<file path="src/rtl/bpred_ctrl_if.sv">
// Fetch/MEM-side bundle for the branch-prediction controller: prediction push,
// branch resolution, queue status, flush/redirect and predictor training.
interface bpred_ctrl_if #(
  parameter int DEPTH = 4,
  parameter int IDX_W = 4
);
  localparam int CW = $clog2(DEPTH) + 1;

  logic              push;
  logic [31:0]       push_pc;
  logic              push_taken;
  logic [31:0]       push_target;
  logic              resolve;
  logic              res_taken;
  logic [31:0]       res_target;
  logic              full;
  logic              empty;
  logic [CW-1:0]     count;
  logic              flush;
  logic [31:0]       redirect_pc;
  logic              upd_en;
  logic [IDX_W-1:0]  upd_idx;
  logic              upd_taken;
  logic [15:0]       mispred_cnt;
  logic              err;

  modport master (
    output push, push_pc, push_taken, push_target, resolve, res_taken, res_target,
    input  full, empty, count, flush, redirect_pc, upd_en, upd_idx, upd_taken,
           mispred_cnt, err
  );

  modport slave (
    input  push, push_pc, push_taken, push_target, resolve, res_taken, res_target,
    output full, empty, count, flush, redirect_pc, upd_en, upd_idx, upd_taken,
           mispred_cnt, err
  );
endinterface

</file>
<file path="src/rtl/bpred_ctrl.sv">
// Branch-prediction bookkeeping: in-order queue of fetch predictions, checked
// against MEM resolutions; issues flush/redirect on mispredict and table training.
module bpred_ctrl #(
  parameter int DEPTH = 4,
  parameter int IDX_W = 4
) (
  input  logic        CLK,
  input  logic        nRST,
  bpred_ctrl_if.slave bp
);
  localparam int PW = $clog2(DEPTH);
  localparam int CW = PW + 1;

  typedef enum logic {RUN, RECOVER} state_t;

  state_t           r_state;
  state_t           w_state_nxt;
  logic [PW-1:0]    r_rd_ptr;
  logic [PW-1:0]    r_wr_ptr;
  logic [CW-1:0]    r_count;
  logic [CW-1:0]    w_count_nxt;
  logic             r_full;
  logic             r_empty;
  logic             r_flush;
  logic [31:0]      r_redirect;
  logic             r_upd_en;
  logic [IDX_W-1:0] r_upd_idx;
  logic             r_upd_taken;
  logic [15:0]      r_mis_cnt;
  logic             r_err;

  logic [31:0]      r_q_pc  [DEPTH];
  logic             r_q_tk  [DEPTH];
  logic [31:0]      r_q_tgt [DEPTH];

  logic             w_res_ok;
  logic             w_mis;
  logic             w_pop;
  logic             w_push_ok;
  logic             w_err_set;
  logic [31:0]      w_head_pc;
  logic             w_head_tk;
  logic [31:0]      w_head_tgt;
  logic [31:0]      w_redirect;

  function automatic logic [15:0] sat_inc16(input logic [15:0] v);
    return (v == 16'hFFFF) ? v : v + 16'd1;
  endfunction

  assign w_head_pc  = r_q_pc[r_rd_ptr];
  assign w_head_tk  = r_q_tk[r_rd_ptr];
  assign w_head_tgt = r_q_tgt[r_rd_ptr];
  assign w_redirect = bp.res_taken ? bp.res_target : w_head_pc + 32'd4;

  // Mispredict outranks everything: it clears the queue and discards a same-cycle push.
  always_comb begin
    w_state_nxt = r_state;
    w_res_ok    = 1'b0;
    w_mis       = 1'b0;
    w_pop       = 1'b0;
    w_push_ok   = 1'b0;
    w_err_set   = 1'b0;
    case (r_state)
      RUN: begin
        w_res_ok  = bp.resolve && !r_empty;
        w_mis     = w_res_ok && ((w_head_tk != bp.res_taken) ||
                                 (bp.res_taken && (w_head_tgt != bp.res_target)));
        w_pop     = w_res_ok && !w_mis;
        w_push_ok = bp.push && !w_mis && (!r_full || w_pop);
        w_err_set = (bp.push && r_full && !bp.resolve) || (bp.resolve && r_empty);
        if (w_mis) w_state_nxt = RECOVER;
      end
      RECOVER: w_state_nxt = RUN;
      default: w_state_nxt = RUN;
    endcase
  end

  assign w_count_nxt = w_mis ? '0 : r_count + CW'(w_push_ok) - CW'(w_pop);

  always_ff @(posedge CLK or negedge nRST) begin
    if (!nRST) begin
      r_state     <= RUN;
      r_rd_ptr    <= '0;
      r_wr_ptr    <= '0;
      r_count     <= '0;
      r_full      <= 1'b0;
      r_empty     <= 1'b1;
      r_flush     <= 1'b0;
      r_redirect  <= '0;
      r_upd_en    <= 1'b0;
      r_upd_idx   <= '0;
      r_upd_taken <= 1'b0;
      r_mis_cnt   <= '0;
      r_err       <= 1'b0;
    end else begin
      r_state  <= w_state_nxt;
      r_count  <= w_count_nxt;
      r_full   <= (w_count_nxt == CW'(DEPTH));
      r_empty  <= (w_count_nxt == '0);
      r_flush  <= w_mis;
      r_upd_en <= w_res_ok;
      if (w_mis) r_rd_ptr <= r_wr_ptr;
      else if (w_pop) r_rd_ptr <= r_rd_ptr + PW'(1);
      if (w_push_ok) r_wr_ptr <= r_wr_ptr + PW'(1);
      if (w_mis) begin
        r_redirect <= w_redirect;
        r_mis_cnt  <= sat_inc16(r_mis_cnt);
      end
      if (w_res_ok) begin
        r_upd_idx   <= w_head_pc[IDX_W+1:2];
        r_upd_taken <= bp.res_taken;
      end
      if (w_err_set) r_err <= 1'b1;
    end
  end

  // Queue payload carries no reset; occupancy is tracked by the pointers/count.
  always_ff @(posedge CLK) begin
    if (w_push_ok) begin
      r_q_pc[r_wr_ptr]  <= bp.push_pc;
      r_q_tk[r_wr_ptr]  <= bp.push_taken;
      r_q_tgt[r_wr_ptr] <= bp.push_target;
    end
  end

  assign bp.full        = r_full;
  assign bp.empty       = r_empty;
  assign bp.count       = r_count;
  assign bp.flush       = r_flush;
  assign bp.redirect_pc = r_redirect;
  assign bp.upd_en      = r_upd_en;
  assign bp.upd_idx     = r_upd_idx;
  assign bp.upd_taken   = r_upd_taken;
  assign bp.mispred_cnt = r_mis_cnt;
  assign bp.err         = r_err;
endmodule

</file>
<file path="src/flat_wrapper.sv">
// flat-port wrapper written by rule: the top's interface ports become plain ports
module bpred_ctrl_flat 
#(
  parameter int DEPTH = 4,
  parameter int IDX_W = 4
)
  (CLK, nRST, bp_push, bp_push_pc, bp_push_taken, bp_push_target, bp_resolve, bp_res_taken, bp_res_target, bp_full, bp_empty, bp_count, bp_flush, bp_redirect_pc, bp_upd_en, bp_upd_idx, bp_upd_taken, bp_mispred_cnt, bp_err);
  bpred_ctrl_if #(.DEPTH(DEPTH), .IDX_W(IDX_W)) bp_i ();
  input  logic CLK;
  input  logic nRST;
  input wire logic [$bits(bp_i.push)-1:0] bp_push;
  input wire logic [$bits(bp_i.push_pc)-1:0] bp_push_pc;
  input wire logic [$bits(bp_i.push_taken)-1:0] bp_push_taken;
  input wire logic [$bits(bp_i.push_target)-1:0] bp_push_target;
  input wire logic [$bits(bp_i.resolve)-1:0] bp_resolve;
  input wire logic [$bits(bp_i.res_taken)-1:0] bp_res_taken;
  input wire logic [$bits(bp_i.res_target)-1:0] bp_res_target;
  output wire logic [$bits(bp_i.full)-1:0] bp_full;
  output wire logic [$bits(bp_i.empty)-1:0] bp_empty;
  output wire logic [$bits(bp_i.count)-1:0] bp_count;
  output wire logic [$bits(bp_i.flush)-1:0] bp_flush;
  output wire logic [$bits(bp_i.redirect_pc)-1:0] bp_redirect_pc;
  output wire logic [$bits(bp_i.upd_en)-1:0] bp_upd_en;
  output wire logic [$bits(bp_i.upd_idx)-1:0] bp_upd_idx;
  output wire logic [$bits(bp_i.upd_taken)-1:0] bp_upd_taken;
  output wire logic [$bits(bp_i.mispred_cnt)-1:0] bp_mispred_cnt;
  output wire logic [$bits(bp_i.err)-1:0] bp_err;
  assign bp_i.push = bp_push;
  assign bp_i.push_pc = bp_push_pc;
  assign bp_i.push_taken = bp_push_taken;
  assign bp_i.push_target = bp_push_target;
  assign bp_i.resolve = bp_resolve;
  assign bp_i.res_taken = bp_res_taken;
  assign bp_i.res_target = bp_res_target;
  assign bp_full = bp_i.full;
  assign bp_empty = bp_i.empty;
  assign bp_count = bp_i.count;
  assign bp_flush = bp_i.flush;
  assign bp_redirect_pc = bp_i.redirect_pc;
  assign bp_upd_en = bp_i.upd_en;
  assign bp_upd_idx = bp_i.upd_idx;
  assign bp_upd_taken = bp_i.upd_taken;
  assign bp_mispred_cnt = bp_i.mispred_cnt;
  assign bp_err = bp_i.err;
  bpred_ctrl #(.DEPTH(DEPTH), .IDX_W(IDX_W)) u_core (.CLK(CLK), .nRST(nRST), .bp(bp_i));
endmodule
</file>
<file path="config.mk">
export PLATFORM = sky130hd
export DESIGN_NAME = bpred_ctrl_flat
export DESIGN_NICKNAME = d
export VERILOG_FILES = /design/src/rtl/bpred_ctrl_if.sv /design/src/rtl/bpred_ctrl.sv /design/src/flat_wrapper.sv
export SDC_FILE = /design/constraint.sdc
export NUM_CORES = 1
export LEC_CHECK = 0
export ABC_AREA = 1
export CORE_ASPECT_RATIO = 1.1
export CORE_UTILIZATION = 30
export CTS_CLUSTER_SIZE = 8
export DETAILED_ROUTE_END_ITERATION = 16
export DONT_BUFFER_PORTS = 1
export MAX_ROUTING_LAYER = met4
export PLACE_DENSITY_LB_ADDON = 0.25
export SETUP_SLACK_MARGIN = 0.05
export SYNTH_ARGS = -nofsm -noshare
export SYNTH_HDL_FRONTEND = slang
export SYNTH_SLANG_ARGS = --single-unit
</file>
<file path="constraint.sdc">
create_clock -name CLK -period 13.05 [get_ports CLK]
set_input_delay 1.9575 -clock CLK [delete_from_list [all_inputs] [get_ports CLK]]
set_output_delay 1.9575 -clock CLK [all_outputs]
set_load 0.03 [all_outputs]
</file>
# Yosys cells after proc, flatten, opt, wreduce, memory -nomap -nowiden
# Memory sizes are Yosys's and may differ from the RTL's.
# Cells that the tools add are included.
[totals]
reg_bits = 66
memories = 3
input_bits = 102
ramBits = 260
word_cells = 60
[memory_table]
columns = ["name", "words", "word_bits", "read_ports", "rd_clocked_by_memory_dff", "wr", "line_no", "text"]
rows = [
  ["u_core.r_q_pc", 4, 32, 1, 0, 1, "bpred_ctrl.sv:32", "logic [31:0] r_q_pc [DEPTH];"],
  ["u_core.r_q_tgt", 4, 32, 1, 0, 1, "bpred_ctrl.sv:34", "logic [31:0] r_q_tgt [DEPTH];"],
  ["u_core.r_q_tk", 4, 1, 1, 0, 1, "bpred_ctrl.sv:33", "logic r_q_tk [DEPTH];"],
]
[op_classes]
muxes = 13
bitwise = 2
n_addsub = 6
n_eq_ne = 4
n_reduce_logical = 19
[ops]
columns = ["cell", "count"]
rows = [
  ["adder 32 x 3 -> 32 bit (second input constant)", 1],
  ["2-to-1 mux 32 bit", 1],
  ["!= test 32 bit", 1],
  ["adder 16 x 1 -> 16 bit (second input constant)", 1],
  ["== test 16 bit (second input constant)", 1],
  ["logical AND 1 bit", 9],
  ["2-to-1 mux 1 bit", 8],
  ["adder 2 x 1 -> 2 bit (second input constant)", 2],
  ["logical NOT 1 bit", 4],
  ["2-to-1 mux 2 bit", 2],
  ["adder 3 x 1 -> 3 bit", 1],
  ["== test 3 bit (second input constant)", 1],
  ["logical NOT 3 bit", 1],
  ["logical OR 1 bit", 3],
  ["2-to-1 mux 3 bit", 1],
  ["subtractor 3 x 1 -> 3 bit", 1],
  ["NOT 1 bit", 2],
  ["case mux 1 bit (2 select lines)", 1],
  ["AND reduction 2 bit", 1],
  ["nonzero test 2 bit", 1],
  ["!= test 1 bit", 1],
]

# Longest topological paths before layout
# An unclocked memory read counts as a cell.
[logic_depth]
depth_word = 14
mapped_depth = 26
depth_no_buf = 23

# Worst setup path before layout
# No wires, ideal clock.
[synth_path]
path_kind = "input -> register"
start = "in bp_res_target[26]"
end = "mem u_core.r_q_pc[0][0] (enable)"
t_arrival_ns = 5.599
stages = 10
path_slack_ns = 6.962
setup_time_ns = 0.489
cell_sequence = "nand3b_1 -> nand2_1 -> nand3_1 -> nor2_1 -> nand2_1 -> nor2_1 -> nand3_1 -> nand3_1 -> nand2_1 -> nor2_1"
[synth_between]
elab_chain_len = 11
elab_cells_between_ends = 12
classes_between = "eq/ne: 1; mux: 3; reduce/logical: 8"
[synth_lines]
columns = ["element", "line_no", "text"]
rows = [
  ["from (decl)", "flat_wrapper.sv:17", "input wire logic [$bits(bp_i.res_target)-1:0] bp_res_target;"],
  ["!= test 32 bit (*)", "bpred_ctrl.sv:67", "(bp.res_taken && (w_head_tgt != bp.res_target)));"],
  ["logical AND 1 bit (*)", "bpred_ctrl.sv:67", ""],
  ["logical OR 1 bit (*)", "bpred_ctrl.sv:66", "w_mis = w_res_ok && ((w_head_tk != bp.res_taken) ||"],
  ["logical AND 1 bit (*)", "bpred_ctrl.sv:66", ""],
  ["logical NOT 1 bit (*)", "bpred_ctrl.sv:68, bpred_ctrl.sv:69", ""],
  ["logical AND 1 bit", "bpred_ctrl.sv:68", "w_pop = w_res_ok && !w_mis;"],
  ["logical OR 1 bit", "bpred_ctrl.sv:69", "w_push_ok = bp.push && !w_mis && (!r_full || w_pop);"],
  ["logical AND 1 bit (*)", "bpred_ctrl.sv:69", ""],
  ["2-to-1 mux 1 bit (*)", "bpred_ctrl.sv:63", "case (r_state)"],
  ["2-to-1 mux 1 bit (*)", "bpred_ctrl.sv:119", "if (w_push_ok) begin"],
  ["2-to-1 mux 1 bit (not written as such) (*)", "bpred_ctrl.sv:120", "r_q_pc[r_wr_ptr] <= bp.push_pc;"],
  ["to (decl)", "bpred_ctrl.sv:32", ""],
]
# Every way passes the cells marked *; elsewhere a longest branch is shown, timed or not.

# Final worst setup path
[layout_path]
start = "reg u_core.r_rd_ptr[0]"
end = "mem u_core.r_q_pc[3][29] (enable)"
[layout_between]
elab_chain_len = 12
elab_cells_between_ends = 15
classes_between = "eq/ne: 2; mux: 3; reduce/logical: 8; memory: 2"
[layout_lines]
columns = ["element", "line_no", "text"]
rows = [
  ["from (decl)", "bpred_ctrl.sv:18", "logic [PW-1:0] r_rd_ptr;"],
  ["from (signal assigned)", "bpred_ctrl.sv:102", "if (w_mis) r_rd_ptr <= r_wr_ptr;"],
  ["from (signal assigned)", "bpred_ctrl.sv:103", "else if (w_pop) r_rd_ptr <= r_rd_ptr + PW'(1);"],
  ["memory read (4 x 32 bit)", "n/a", ""],
  ["!= test 32 bit", "bpred_ctrl.sv:67", ""],
  ["logical AND 1 bit", "bpred_ctrl.sv:67", ""],
  ["logical OR 1 bit (*)", "bpred_ctrl.sv:66", ""],
  ["logical AND 1 bit (*)", "bpred_ctrl.sv:66", ""],
  ["logical NOT 1 bit (*)", "bpred_ctrl.sv:68, bpred_ctrl.sv:69", ""],
  ["logical AND 1 bit", "bpred_ctrl.sv:68", ""],
  ["logical OR 1 bit", "bpred_ctrl.sv:69", ""],
  ["logical AND 1 bit (*)", "bpred_ctrl.sv:69", ""],
  ["2-to-1 mux 1 bit (*)", "bpred_ctrl.sv:63", ""],
  ["2-to-1 mux 1 bit (*)", "bpred_ctrl.sv:119", ""],
  ["2-to-1 mux 1 bit (not written as such) (*)", "bpred_ctrl.sv:120", ""],
]
# Marks and branches as above.

==> results.md <==
* Final core occ at 0.342
* Ys Warns at 0
* Total power at 4060 uW
* Final Hold Fails at 0
* Post-synth ARST share at 0.200
* Sequential fraction of the synthesis area at 0.622
* Critical path class: flip-flop to flip-flop
* Setup crit start kind: flip-flop
* # port buffers at 0
* Non-filler cells, final at 2309
* CTS Buf Count at 46
* Core area at 50000 sq um
* Max Slew Vio Count at 0
* P&R area growth vs syn at 12.9%
* # hold bufs at CTS at 0
* Clk_lat worst skew at 0.58 ns
* Congestion Overflow GR at 0
* Row cnt at 86
* Relative slew slack at 0.279
* TNS Setup at 0 ns
* Post-synth EDFFs at 260
* Tmin final at 5.32 ns
* Placed Area at 15800 sq um
* Die area at 51500 sq um
* Netlist cell types at 39
* DRT Wirelength at 45.5 mm
* First-pass GRT wire length at 67.8 mm
* Worst Clk Skew at 0.0228 ns
* Hpwl dp at 31.3 mm
* # IOs at 163
* Starting Density at 0.303
* Share of cells above drive strength 1 at 0.0467
* CTS clock-pin slew for the worst setup and hold paths at 0.05 ns
* PostCTS Resize Cnt at 0
* Initial DRC count at 817
* Vias at 10900
* Total of max-cap violations at 0
* TritonRoute pass-1 iters at 11
* WL/cell at 19.7 um
* Max Clock Freq at 188 MHz
* Status: finished with violations
* Period utilization at 0.407
* Setup Viol. Count Final at 0
* Pwr dens at 237 nW/um^2
* Cells after synthesis at 1610
* Clock root buffer: clkbuf_16
* Yosys reg bits at 325
* Syn Area/Cell at 9.42 sq um
* Largest net degree at the start of global routing at 82
* Slowest CP cell: buf_4
* Initial antenna violation count at 1
* Dpl cells at 2222
* Hold crit path type: flip-flop to flip-flop
* Cell Chain, Critical Path: inv_2, buf_4, nand2_1, nand3_1, nand2_1, nand2_1, nand3_1, nor3b_1, nand3_1, nand3_1, nand2_1, nor2_4, buf_4
* Design Area, Final at 17100 sq um
* Via/cell ratio at 4.72
* Clock Path Buffers at 3
* CTS tree: yes
* Worst path arrival time at 5.51 ns
* NumNets Final at 1721
* DRC at 1
* Total track usage at 0.183
* Post-Syn Area at 15200 sq um
* CTS Sinks at 325
* Critical Path Fanout Max at 81
* DIE HEIGHT at 238 um
* RSZ-0062 raised after global routing: no
* H-tree levels at 2
* Placer Congestion at 0.929
* Worst vdd ir at 0.111 mV
* Critical Path RT at 13.25 ns
* Max incr delay on CP at 0.74 ns
* Post-CTS Setup Inserts at 0
* Primary FF master, synth: edfxtp_1
* Worst-margin pin slew at 1.08 ns
* Mapped Nets at 1721
* Critical path capture point type: flip-flop
* DRT antenna net count at 0
* Leakage at 0.00697 uW
* Die W at 216 um
* Failing checks: DRC
* Vias in the first global route at 10500
## state kept, by name, summed over array words and instances (netlist names)
signal	cells
u_core.bp.redirect_pc	32
u_core.bp.flush	1
u_core.r_wr_ptr	2
u_core.bp.upd_idx	4
u_core.r_q_tk	4
u_core.bp.full	1
u_core.r_rd_ptr	2
u_core.bp.empty	1
u_core.bp.count	3
u_core.bp.upd_en	1
u_core.bp.mispred_cnt	16
u_core.bp.upd_taken	1
u_core.r_q_tgt	128
u_core.bp.err	1
u_core.r_q_pc	128
## worst paths after layout
kind | start | to | slack [ns] | cells past startpoint
setup reg to reg | u_core.r_rd_ptr[0] | u_core.r_q_pc[3][29] | 7.73 | 13
hold reg to reg | u_core.r_wr_ptr[1] | u_core.r_wr_ptr[1] | 0.55 | 2
setup / recovery | u_core.r_rd_ptr[0] | u_core.r_q_pc[3][29] | 7.73 | 13
max in group asynchronous | nRST | u_core.bp.empty | 11.78 | 0
min in group asynchronous | nRST | u_core.bp.redirect_pc[17] | 1.08 | 0
hold / removal | u_core.r_wr_ptr[1] | u_core.r_wr_ptr[1] | 0.55 | 2
## area by class of cell
| class | count | area [sq um] |
|---|---|---|
| well taps | 660 | 826 |
| multi-input cells | 1073 | 4850 |
| diodes | 1 | 2.50 |
| inverters | 151 | 567 |
| repair buffers | 13 | 97.6 |
| flip-flops and latches | 325 | 9440 |
| clock buffers | 84 | 1320 |
| clock inverters | 2 | 32.5 |
| fillers | 5147 | 32900 |
## power by group
group | switching (uW) | internal, uW
clock network | 447 | 674
registers | 274 | 1340
logic | 962 | 366
total | 1680 | 2380
## layer usage
layer  vias up  GRT usage  wire length [um]
met2       298      0.289             21400
met3        80     0.0553              3660
met1      5197      0.217             18900
met4         0     0.0730              1510
met5         -          -                 0
li1       5319          -                 -
## layout by cell type (no fill, tap or decap), types with 2 or more instances in the layout
master,count
a21boi_0,7
a21oi_1,5
a22oi_1,3
buf_4,13
clkbuf_1,37
clkbuf_16,47
clkinv_8,2
dfrtp_1,62
edfxtp_1,260
ha_1,8
inv_1,148
inv_2,3
mux2i_1,6
nand2_1,483
nand3_1,116
nand3b_1,18
nand4_1,27
nor2_1,233
nor2_2,2
nor2_4,4
nor3_1,7
nor4_1,2
o21ai_0,77
o21ai_1,36
o221ai_1,2
o22ai_1,2
xnor2_1,7
xor2_1,19
## cells in the mapped netlist, types with 7 or more instances
library cell  count  area, sq um
nand2_1         483         1810
edfxtp_1        260         7810
nor2_1          238          893
inv_1           148          556
nand3_1         116          581
o21ai_0          77          385
dfrtp_1          64         1600
o21ai_1          36          180
nand4_1          27          169
buf_2            24          120
xor2_1           19          166
nand3b_1         18          135
clkbuf_1         15         56.3
buf_4            12         90.1
ha_1              8          100
a21boi_0          7         52.6
nor3_1            7         35.0
xnor2_1           7         61.3
## through the flow
stage                     setup slack, ns  hold WS (ns)
after CTS                            7.69         0.548
after floorplan                      6.96         0.492
final                                7.73         0.551
after global placement               7.78         0.531
after global routing                 7.26         0.569
after detailed placement             7.69         0.532
## cell families after synthesis
family	Yosys count	synth area share
compound gates	136	0.0478
xor+xnor	26	0.0150
fa+ha+maj	9	0.00792
buf+inv	212	0.0605
flops	325	0.622
mux	6	0.00396
simple gates	896	0.243
## worst max-delay path, delay by kind of cell, from the launching register on
| family | cells | cell delay [ns] |
|---|---|---|
| and+or+nand+nor | 10 | 2.05 |
| DFF | 1 | 0.67 |
| buffers and inverters | 3 | 2.09 |
Note: power is estimated with default switching activity, not from simulation.
